<file path="config.mk">
export PLATFORM = sky130hd
export DESIGN_NAME = i2c_target
export DESIGN_NICKNAME = d
export VERILOG_FILES = /design/src/rtl/i2c_pkg.sv /design/src/rtl/i2c_line_sync.sv /design/src/rtl/i2c_target.sv
export SDC_FILE = /design/constraint.sdc
export NUM_CORES = 1
export LEC_CHECK = 0
export CAP_MARGIN = 20
export CORE_MARGIN = 10
export CORE_UTILIZATION = 40
export CTS_BUF_LIST = sky130_fd_sc_hd__clkbuf_4
export DETAILED_ROUTE_END_ITERATION = 6
export PLACE_DENSITY = 0.7
export SLEW_MARGIN = 20
export SYNTH_ARGS = -nofsm -noshare
export SYNTH_HDL_FRONTEND = slang
export SYNTH_SLANG_ARGS = --single-unit
</file>
<file path="constraint.sdc">
create_clock -name clk -period 3 [get_ports clk]
set_input_delay 0.3 -clock clk [delete_from_list [all_inputs] [get_ports clk]]
set_output_delay 0.3 -clock clk [all_outputs]
set_load 0.005 [all_outputs]
</file>
<file path="src/rtl/i2c_pkg.sv">
// Shared I2C definitions used by both the target and the team's controller.
package i2c_pkg;

  // Target protocol states.
  typedef enum logic [3:0] {
    IDLE,
    ADDR,
    ADDR_ACK,
    PTR,
    PTR_ACK,
    WDATA,
    WDATA_ACK,
    RDATA,
    RDATA_ACK,
    IGNORE
  } i2c_tgt_state_t;

  localparam logic I2C_ACK   = 1'b0;
  localparam logic I2C_NACK  = 1'b1;
  localparam logic I2C_WRITE = 1'b0;
  localparam logic I2C_READ  = 1'b1;

endpackage

</file>
<file path="src/rtl/i2c_line_sync.sv">
// Two-flop synchronizers for SCL/SDA plus bus edge and START/STOP detection.
// Index [1] of each pipe is the synchronized level, index [2] is the previous
// synchronized level used for edge detection.
module i2c_line_sync (
  input  logic clk,
  input  logic reset,
  input  logic scl_i,
  input  logic sda_i,
  output logic sda_s,
  output logic scl_rise,
  output logic scl_fall,
  output logic start_det,
  output logic stop_det
);

  logic [2:0] scl_q;
  logic [2:0] sda_q;

  // Shift the raw lines through the synchronizer and history flops; an idle
  // bus is high, so reset to 1 to avoid a false edge after reset.
  always_ff @(posedge clk or posedge reset) begin
    if (reset) begin
      scl_q <= 3'b111;
      sda_q <= 3'b111;
    end else begin
      scl_q <= {scl_q[1:0], scl_i};
      sda_q <= {sda_q[1:0], sda_i};
    end
  end

  assign sda_s     = sda_q[1];
  assign scl_rise  = scl_q[1] & ~scl_q[2];
  assign scl_fall  = ~scl_q[1] & scl_q[2];
  assign start_det = scl_q[1] & scl_q[2] & ~sda_q[1] & sda_q[2];
  assign stop_det  = scl_q[1] & scl_q[2] & sda_q[1] & ~sda_q[2];

endmodule

</file>
<file path="src/rtl/i2c_target.sv">
// Single-address I2C target with an auto-incrementing register pointer.
//
// state     | meaning
// IDLE      | bus free or not yet started
// ADDR      | shifting in address + R/W
// ADDR_ACK  | driving ACK for matched address
// PTR       | shifting in register pointer
// PTR_ACK   | driving ACK for pointer byte
// WDATA     | shifting in a write data byte
// WDATA_ACK | driving ACK for write data
// RDATA     | shifting out a read byte
// RDATA_ACK | sampling the controller's ACK/NACK
// IGNORE    | not addressed / read ended; wait for START or STOP
module i2c_target
  import i2c_pkg::*;
#(
  parameter logic [6:0] DEV_ADDR = 7'h55
) (
  input  logic       clk,
  input  logic       reset,
  input  logic       scl_i,
  input  logic       sda_i,
  output logic       sda_oe,
  output logic       wr_en,
  output logic [7:0] wr_addr,
  output logic [7:0] wr_data,
  output logic       rd_en,
  output logic [7:0] rd_addr,
  input  logic [7:0] rd_data,
  output logic       busy
);

  logic sda_s, scl_rise, scl_fall, start_det, stop_det;

  i2c_line_sync u_sync (
    .clk       (clk),
    .reset     (reset),
    .scl_i     (scl_i),
    .sda_i     (sda_i),
    .sda_s     (sda_s),
    .scl_rise  (scl_rise),
    .scl_fall  (scl_fall),
    .start_det (start_det),
    .stop_det  (stop_det)
  );

  i2c_tgt_state_t state_q, state_d;
  logic [3:0] cnt_q, cnt_d;
  logic [7:0] shift_q, shift_d;
  logic [7:0] ptr_q, ptr_d;
  logic       sda_oe_q, sda_oe_d;
  logic       wr_en_q, wr_en_d;
  logic [7:0] wr_addr_q, wr_addr_d;
  logic [7:0] wr_data_q, wr_data_d;
  logic       rd_en_q, rd_en_d;
  logic [7:0] rd_addr_q, rd_addr_d;
  logic       busy_q, busy_d;
  logic       ld_q;
  logic [7:0] byte_in;

  assign byte_in = {shift_q[6:0], sda_s};

  // State and datapath registers; SDA release on reset is asynchronous.
  always_ff @(posedge clk or posedge reset) begin
    if (reset) begin
      state_q   <= IDLE;
      cnt_q     <= '0;
      shift_q   <= '0;
      ptr_q     <= '0;
      sda_oe_q  <= 1'b0;
      wr_en_q   <= 1'b0;
      wr_addr_q <= '0;
      wr_data_q <= '0;
      rd_en_q   <= 1'b0;
      rd_addr_q <= '0;
      busy_q    <= 1'b0;
      ld_q      <= 1'b0;
    end else begin
      state_q   <= state_d;
      cnt_q     <= cnt_d;
      shift_q   <= shift_d;
      ptr_q     <= ptr_d;
      sda_oe_q  <= sda_oe_d;
      wr_en_q   <= wr_en_d;
      wr_addr_q <= wr_addr_d;
      wr_data_q <= wr_data_d;
      rd_en_q   <= rd_en_d;
      rd_addr_q <= rd_addr_d;
      busy_q    <= busy_d;
      ld_q      <= rd_en_q;
    end
  end

  // Next-state logic: bus conditions first, then per-state bit handling.
  always_comb begin
    state_d   = state_q;
    cnt_d     = cnt_q;
    shift_d   = shift_q;
    ptr_d     = ptr_q;
    sda_oe_d  = sda_oe_q;
    wr_en_d   = 1'b0;
    wr_addr_d = wr_addr_q;
    wr_data_d = wr_data_q;
    rd_en_d   = 1'b0;
    rd_addr_d = rd_addr_q;
    busy_d    = busy_q;

    if (start_det) begin
      state_d  = ADDR;
      cnt_d    = '0;
      sda_oe_d = 1'b0;
    end else if (stop_det) begin
      state_d  = IDLE;
      cnt_d    = '0;
      sda_oe_d = 1'b0;
      busy_d   = 1'b0;
    end else begin
      // Register-file data arrives the cycle after rd_en; present MSB at once.
      if (ld_q && state_q == RDATA) begin
        shift_d  = rd_data;
        sda_oe_d = ~rd_data[7];
      end
      case (state_q)
        ADDR, PTR, WDATA: begin
          if (scl_rise) begin
            shift_d = byte_in;
            if (cnt_q == 4'd7) begin
              cnt_d = '0;
              if (state_q == ADDR) begin
                if (byte_in[7:1] == DEV_ADDR) begin
                  state_d = ADDR_ACK;
                  busy_d  = 1'b1;
                end else begin
                  state_d = IGNORE;
                  busy_d  = 1'b0;
                end
              end else if (state_q == PTR) begin
                ptr_d   = byte_in;
                state_d = PTR_ACK;
              end else begin
                wr_en_d   = 1'b1;
                wr_addr_d = ptr_q;
                wr_data_d = byte_in;
                ptr_d     = ptr_q + 8'd1;
                state_d   = WDATA_ACK;
              end
            end else begin
              cnt_d = cnt_q + 4'd1;
            end
          end
        end
        ADDR_ACK, PTR_ACK, WDATA_ACK: begin
          // First falling edge starts the ACK, the second one ends it.
          if (scl_fall) begin
            if (!sda_oe_q) begin
              sda_oe_d = 1'b1;
            end else begin
              sda_oe_d = 1'b0;
              cnt_d    = '0;
              if (state_q == ADDR_ACK && shift_q[0] == I2C_READ) begin
                state_d   = RDATA;
                rd_en_d   = 1'b1;
                rd_addr_d = ptr_q;
              end else if (state_q == ADDR_ACK) begin
                state_d = PTR;
              end else begin
                state_d = WDATA;
              end
            end
          end
        end
        RDATA: begin
          if (scl_rise) begin
            cnt_d = cnt_q + 4'd1;
          end else if (scl_fall) begin
            if (cnt_q == 4'd8) begin
              sda_oe_d = 1'b0;
              cnt_d    = '0;
              ptr_d    = ptr_q + 8'd1;
              state_d  = RDATA_ACK;
            end else begin
              shift_d  = {shift_q[6:0], 1'b0};
              sda_oe_d = ~shift_q[6];
            end
          end
        end
        RDATA_ACK: begin
          if (scl_rise) begin
            if (sda_s == I2C_NACK) state_d = IGNORE;
          end else if (scl_fall) begin
            state_d   = RDATA;
            rd_en_d   = 1'b1;
            rd_addr_d = ptr_q;
          end
        end
        default: ;
      endcase
    end
  end

  assign sda_oe  = sda_oe_q;
  assign wr_en   = wr_en_q;
  assign wr_addr = wr_addr_q;
  assign wr_data = wr_data_q;
  assign rd_en   = rd_en_q;
  assign rd_addr = rd_addr_q;
  assign busy    = busy_q;

endmodule

</file>
# --- Word level (Yosys, flattened, before mapping) ---
# Index checks and enable logic that the tools add are counted.
# W data, S select, Z words.
word_totals:
  ff_bits: 59
  inputBits: 12
  output_inout_bits: 28
  word_cells: 163
op_classes:
  n_addsub: 2
  eq_ne: 33
  muxes: 78
  bitwise: 17
  reduce_logical: 19
ops:
  columns: ["operator", "n"]
  rows:
  - ["$mux W8", 17]
  - ["$mux W4", 23]
  - ["$pmux W8 S2", 3]
  - ["$mux W1", 28]
  - ["$ne A4 B4 Y1 const B", 6]
  - ["$eq A4 B3 Y1 const B", 5]
  - ["$ne A2 B2 Y1 const B", 10]
  - ["$pmux W4 S4", 1]
  - ["$pmux W4 S3", 1]
  - ["$reduce_bool A2 Y1", 6]
  - ["$ne A5 B4 Y1 const B", 2]
  - ["$ne A5 B5 Y1 const B", 2]
  - ["$not A1 Y1", 10]
  - ["$reduce_and A10 Y1", 1]
  - ["$reduce_and A9 Y1", 1]
  - ["$add A8 B1 Y8 const B", 1]
  - ["$eq A4 B2 Y1 const B", 2]
  - ["$eq A4 B4 Y1 const B", 2]
  - ["$reduce_and A8 Y1", 1]
  - ["$and A1 B1 Y1", 7]
  - ["$eq A7 B7 Y1 const B", 1]
  - ["$reduce_and A7 Y1", 1]
  - ["$mux W3", 2]
  - ["$reduce_and A6 Y1", 1]
  - ["other kinds (12)", 15]

# --- Depth between registers and ports, before layout ---
depth:
  ltp_word: 8
  ltp_mapped: 7
  mapped_depth_nobuf: 6

# --- By module ---
# A second synthesis with hierarchy kept.
unflattened:
  hier_cells: 308
  hier_area_um2: 3109.2
by_module_without_submodules:
  columns: ["module", "n_inst", "cells_per_inst", "area_each_um2", "seq_area_each_um2"]
  rows:
  - ["i2c_target", 1, 297, 2915.3, 1301.2]
  - ["i2c_line_sync", 1, 11, 193.9, 157.7]

# --- Worst setup path after synthesis ---
# No wires, ideal clock.
synth_path:
  path_type: "reg2reg"
  startpoint: "register u_sync.scl_q[2]"
  endpoint: "register rd_addr_q[0], in the netlist rd_addr[0]"
  setup_time_ns: 0.125
  arrival_ns: 2.019
  required_ns: 2.875
  path_slack_ns: 0.856
  path_stages_with_launch: 8
  n_path_buf: 1
  period_less_slack_ns: 2.144
  path_cell_list: "dfstp_2 -> inv_1 -> ha_1 -> buf_2 -> or3b_2 -> o22ai_1 -> nand4_2 -> mux2_2"
synth_between:
  elab_chain_len: 5
  word_cells_on_any_way: 14
  cone_classes: "3 x eq/ne; 10 x bitwise; 1 x reduce/logical"
synth_rtl:
  columns: ["item", "line", "rtl"]
  rows:
  - ["start, declared", "i2c_line_sync.sv:16", "logic [2:0] scl_q;"]
  - ["start signal, assigned", "i2c_line_sync.sv:26", "scl_q <= {scl_q[1:0], scl_i};"]
  - ["$and A1 B1 Y1", "i2c_line_sync.sv:34, i2c_line_sync.sv:35", null]
  - ["$and A1 B1 Y1 (on tied branches) (2 in a row)", "i2c_line_sync.sv:35, i2c_line_sync.sv:34", null]
  - ["$not A1 Y1 (no line)", null, null]
  - ["$reduce_and A8 Y1 (no line) (*)", null, null]
  - ["end signal, assigned", "i2c_target.sv:88", "rd_addr_q <= rd_addr_d;"]
  - ["end, declared", "i2c_target.sv:56", "logic [7:0] rd_addr_q, rd_addr_d;"]
# Mark *: on every way between the ends. The rest lies on a longest branch, timed or not.
# A chain may end at the register's enable or synchronous reset.

# --- Worst setup path after layout ---
layout_path:
  startpoint: "register u_sync.scl_q[1]"
  endpoint: "register wr_data_q[4], in the netlist wr_data[4]"
layout_between:
  elab_chain_len: 5
  word_cells_on_any_way: 9
  cone_classes: "8 x bitwise; 1 x reduce/logical"
layout_rtl:
  columns: ["item", "line", "rtl"]
  rows:
  - ["$and A1 B1 Y1", "i2c_line_sync.sv:34, i2c_line_sync.sv:35", null]
  - ["$and A1 B1 Y1 (on tied branches) (2 in a row)", "i2c_line_sync.sv:35, i2c_line_sync.sv:34", null]
  - ["$not A1 Y1 (no line)", null, null]
  - ["$reduce_and A7 Y1 (no line) (*)", null, null]
  - ["end signal, assigned", "i2c_target.sv:86", "wr_data_q <= wr_data_d;"]
  - ["end, declared", "i2c_target.sv:54", "logic [7:0] wr_data_q, wr_data_d;"]
# Marked as above.

==> summary.txt <==
min-delay worst type: in -> reg
most frequent cells in the layout: dfrtp_1 (52), clkdlybuf4s50_1 (39), inv_1 (23), nand2_1 (18)
sequential area share after synthesis: 45.33%
P_int: 1.538 mW
RSZ-0062 raised after global routing: false
Fin. Hold Viols: 0
Die X-Extent: 109.7 µm
worst IR drop on VDD: 0.0002498 V
Cell variety after synth: 71
Crit Path Category: reg -> reg
Peak Freq: 418.2 MHz
Clock Latency Late Sink: 0.40 ns
Synth Instances: 297
Crit path arrival time: 2.68 ns
Final HPWL DP: 5334 µm
nets: 356
Sw Ratio: 39.97%
clock buffer depth: 2
Setup crit start kind: register
fin area: 3796 µm²
cells on worst reg2reg path: 5
number of synthesized register bits: 58
Crit path required time: 3.28 ns
Post-CTS Hold Fix Bufs: 0
Ports: 40
number of global-route vias before repair: 2,512
Setup Skew: 0.01379 ns
Setup Buffers After CTS: 0
Pwr Density: 674.7 nW/µm²
post-CTS sizing: 0
top cells by area, synth: dfrtp_1 (40%), mux2_2 (5.6%), dfstp_2 (4.9%)
CTS tree: yes
DR pass1 iterations: 5
GR Util All Layers: 13.53%
Clock Sinks: 58
R2R Path Start: u_sync.scl_q[1]
main flop type after synthesis: dfrtp_1
Logic pwr share: 35.3%
commonest non-fill, non-tap cell in the layout: dfrtp_1
initial DRC count: 235
area leader, netlist: dfrtp_1
Vias: 2,512
Finished Core Util: 48.87%
total power: 2.561 mW
grt total ovfl: 0
area grow syn2layout: 17.96%
Worst-Margin Slew: 0.9307 ns
CP endpoint: wr_data[4]
crit path from: u_sync.scl_q[1]
Tmin final: 2.391 ns
EDFF count, synth: 0
Post-Syn Area: 3218 µm²
Die Footprint: 12,030 µm²
Leak Pwr: 1.671 nW
largest fanout on the critical path: 17
WL per Instance: 17.15 µm
Die Height: 109.7 µm
Routed Antenna Nets: 0
async set-reset flop share out of synthesis: 100.0%
H-tree lvl count: 3
Pins Over Slew Limit: 0
initial antenna violation count: 1
Sequential Power Share: 46.5%
Clock Power Share: 18.2%
TritonCTS Buffers: 9
Area after DPL: 3685 µm²
Worst R2R End: wr_data[4]
clock root buffer: clkbuf_4
TNS Setup: 0 ns
CTS clk-pin slew, worst paths: 0.10 ns
DRC errors left: 0
fin crit share: 79.70%
top cell type's share of synthesized area: 40.44%
YS warnings: 0
Worst R2R Setup Slack: 0.61 ns
largest net degree at the start of global routing: 48
Synth Area per Inst: 10.84 µm²
area of the core: 7767 µm²
status: completed
share of cells above drive strength 1: 19.30%
Core Rows: 32
Port Buf Inserts: 39
vias per cell: 5.645
Initial Util: 41.43%
final RePlAce weighted congestion: 0.8859
max-cap viol count: 0
Finish-stage setup viols: 0
Switch Pwr: 1.024 mW
syn nets: 316
slew margin rel.: 37.86%
first-pass GRT wire length: 12,890 µm
crit end category: register
WL final: 7633 µm
==> synth_stat cells, types with 3 or more instances <==
| master | instances |
|---|---|
| o211ai_1 | 7 |
| a221o_1 | 6 |
| a31oi_1 | 7 |
| nand2b_1 | 3 |
| nor2_1 | 11 |
| dfstp_2 | 6 |
| a21oi_1 | 16 |
| buf_2 | 7 |
| xnor2_1 | 3 |
| dfrtp_1 | 52 |
| o22ai_1 | 6 |
| o21ai_0 | 5 |
| ha_1 | 7 |
| or3b_2 | 3 |
| nand3_1 | 9 |
| nor3_1 | 6 |
| mux2_4 | 9 |
| nand2_1 | 18 |
| inv_1 | 24 |
| mux2i_1 | 7 |
| clkbuf_1 | 4 |
| mux2_2 | 16 |
==> sequential cells by signal, indices dropped and copies added, names as in the netlist <==
signal	cells
busy	1
cnt_q	4
ld_q	1
ptr_q	8
rd_addr	8
rd_en	1
sda_oe	1
shift_q	7
state_q	4
u_sync.scl_q	3
u_sync.sda_q	3
wr_addr	8
wr_data	8
wr_en	1
==> cell families after synthesis <==
| group | after synthesis | synth area share (%) |
|---|---|---|
| compound gates | 79 | 18.20 |
| xor+xnor | 5 | 1.594 |
| fa+ha+maj | 7 | 2.721 |
| buf+inv | 40 | 5.793 |
| flops | 58 | 45.33 |
| mux | 32 | 11.98 |
| simple gates | 76 | 14.39 |
==> critical path, cell delays in order (launching register included) <==
cell and delay, ns:
dfstp_2 0.56, ha_1 0.40, nand4b_1 0.37, nor4_4 0.23, buf_4 0.32, mux2_2 0.37
==> power groups by stage <==
stage | Combinational, mW | Clock [mW] | Sequential, mW
final | 0.903 | 0.466 | 1.19
after global routing | 1.00 | 0.520 | 1.22
after CTS | 0.907 | 0.486 | 1.18
after detailed placement | 0.901 | 0 | 1.19
after global placement | 0.883 | 0 | 1.19
after floorplan | 0.796 | 0 | 1.03
==> layer usage <==
layer / wire, µm / vias to the layer above / track usage [%] / part of all wire, %
met5: 0 / - / 0 / 0
met4: 117 / 0 / 6.970 / 1.5
met3: 531 / 11 / 3.745 / 7.0
met2: 3514 / 91 / 20.02 / 46
met1: 3470 / 1216 / 17.67 / 45
li1: - / 1194 / - / -
==> final cells by class <==
cell class / count / area [µm²]
timing repair buffer: 45 / 435.4
tap: 102 / 127.6
antenna: 1 / 2.502
sequential: 58 / 1459
inverter: 24 / 90.09
fill: 732 / 3971
multi-input combinational: 199 / 1573
clock buffer: 10 / 75.07
clock inverter: 6 / 33.78
==> stage by stage <==
step | worst slack [ns] | hold WS, ns | instances
2_1_floorplan | 0.8564 | 0.3045 | 297
3_3_place_gp | 0.6495 | 0.3464 | 428
3_5_place_dp | 0.6226 | 0.3472 | 428
4_1_cts | 0.6136 | 0.2746 | 444
5_1_grt | 0.4334 | 0.2784 | 445
6_report | 0.6090 | 0.2916 | 445
==> worst min-delay path by stage <==
| stage | end | cells past startpoint | startpoint |
|---|---|---|---|
| floorplan | u_sync.scl_q[0] | 0 | scl_i |
| global placement | u_sync.sda_q[1] | 0 | u_sync.sda_q[0] |
| detailed placement | u_sync.sda_q[1] | 0 | u_sync.sda_q[0] |
| CTS | u_sync.sda_q[0] | 1 | sda_i |
| global route | u_sync.scl_q[0] | 1 | scl_i |
| finish | u_sync.sda_q[0] | 1 | sda_i |
No activity file was read; power rests on OpenSTA's default activity.
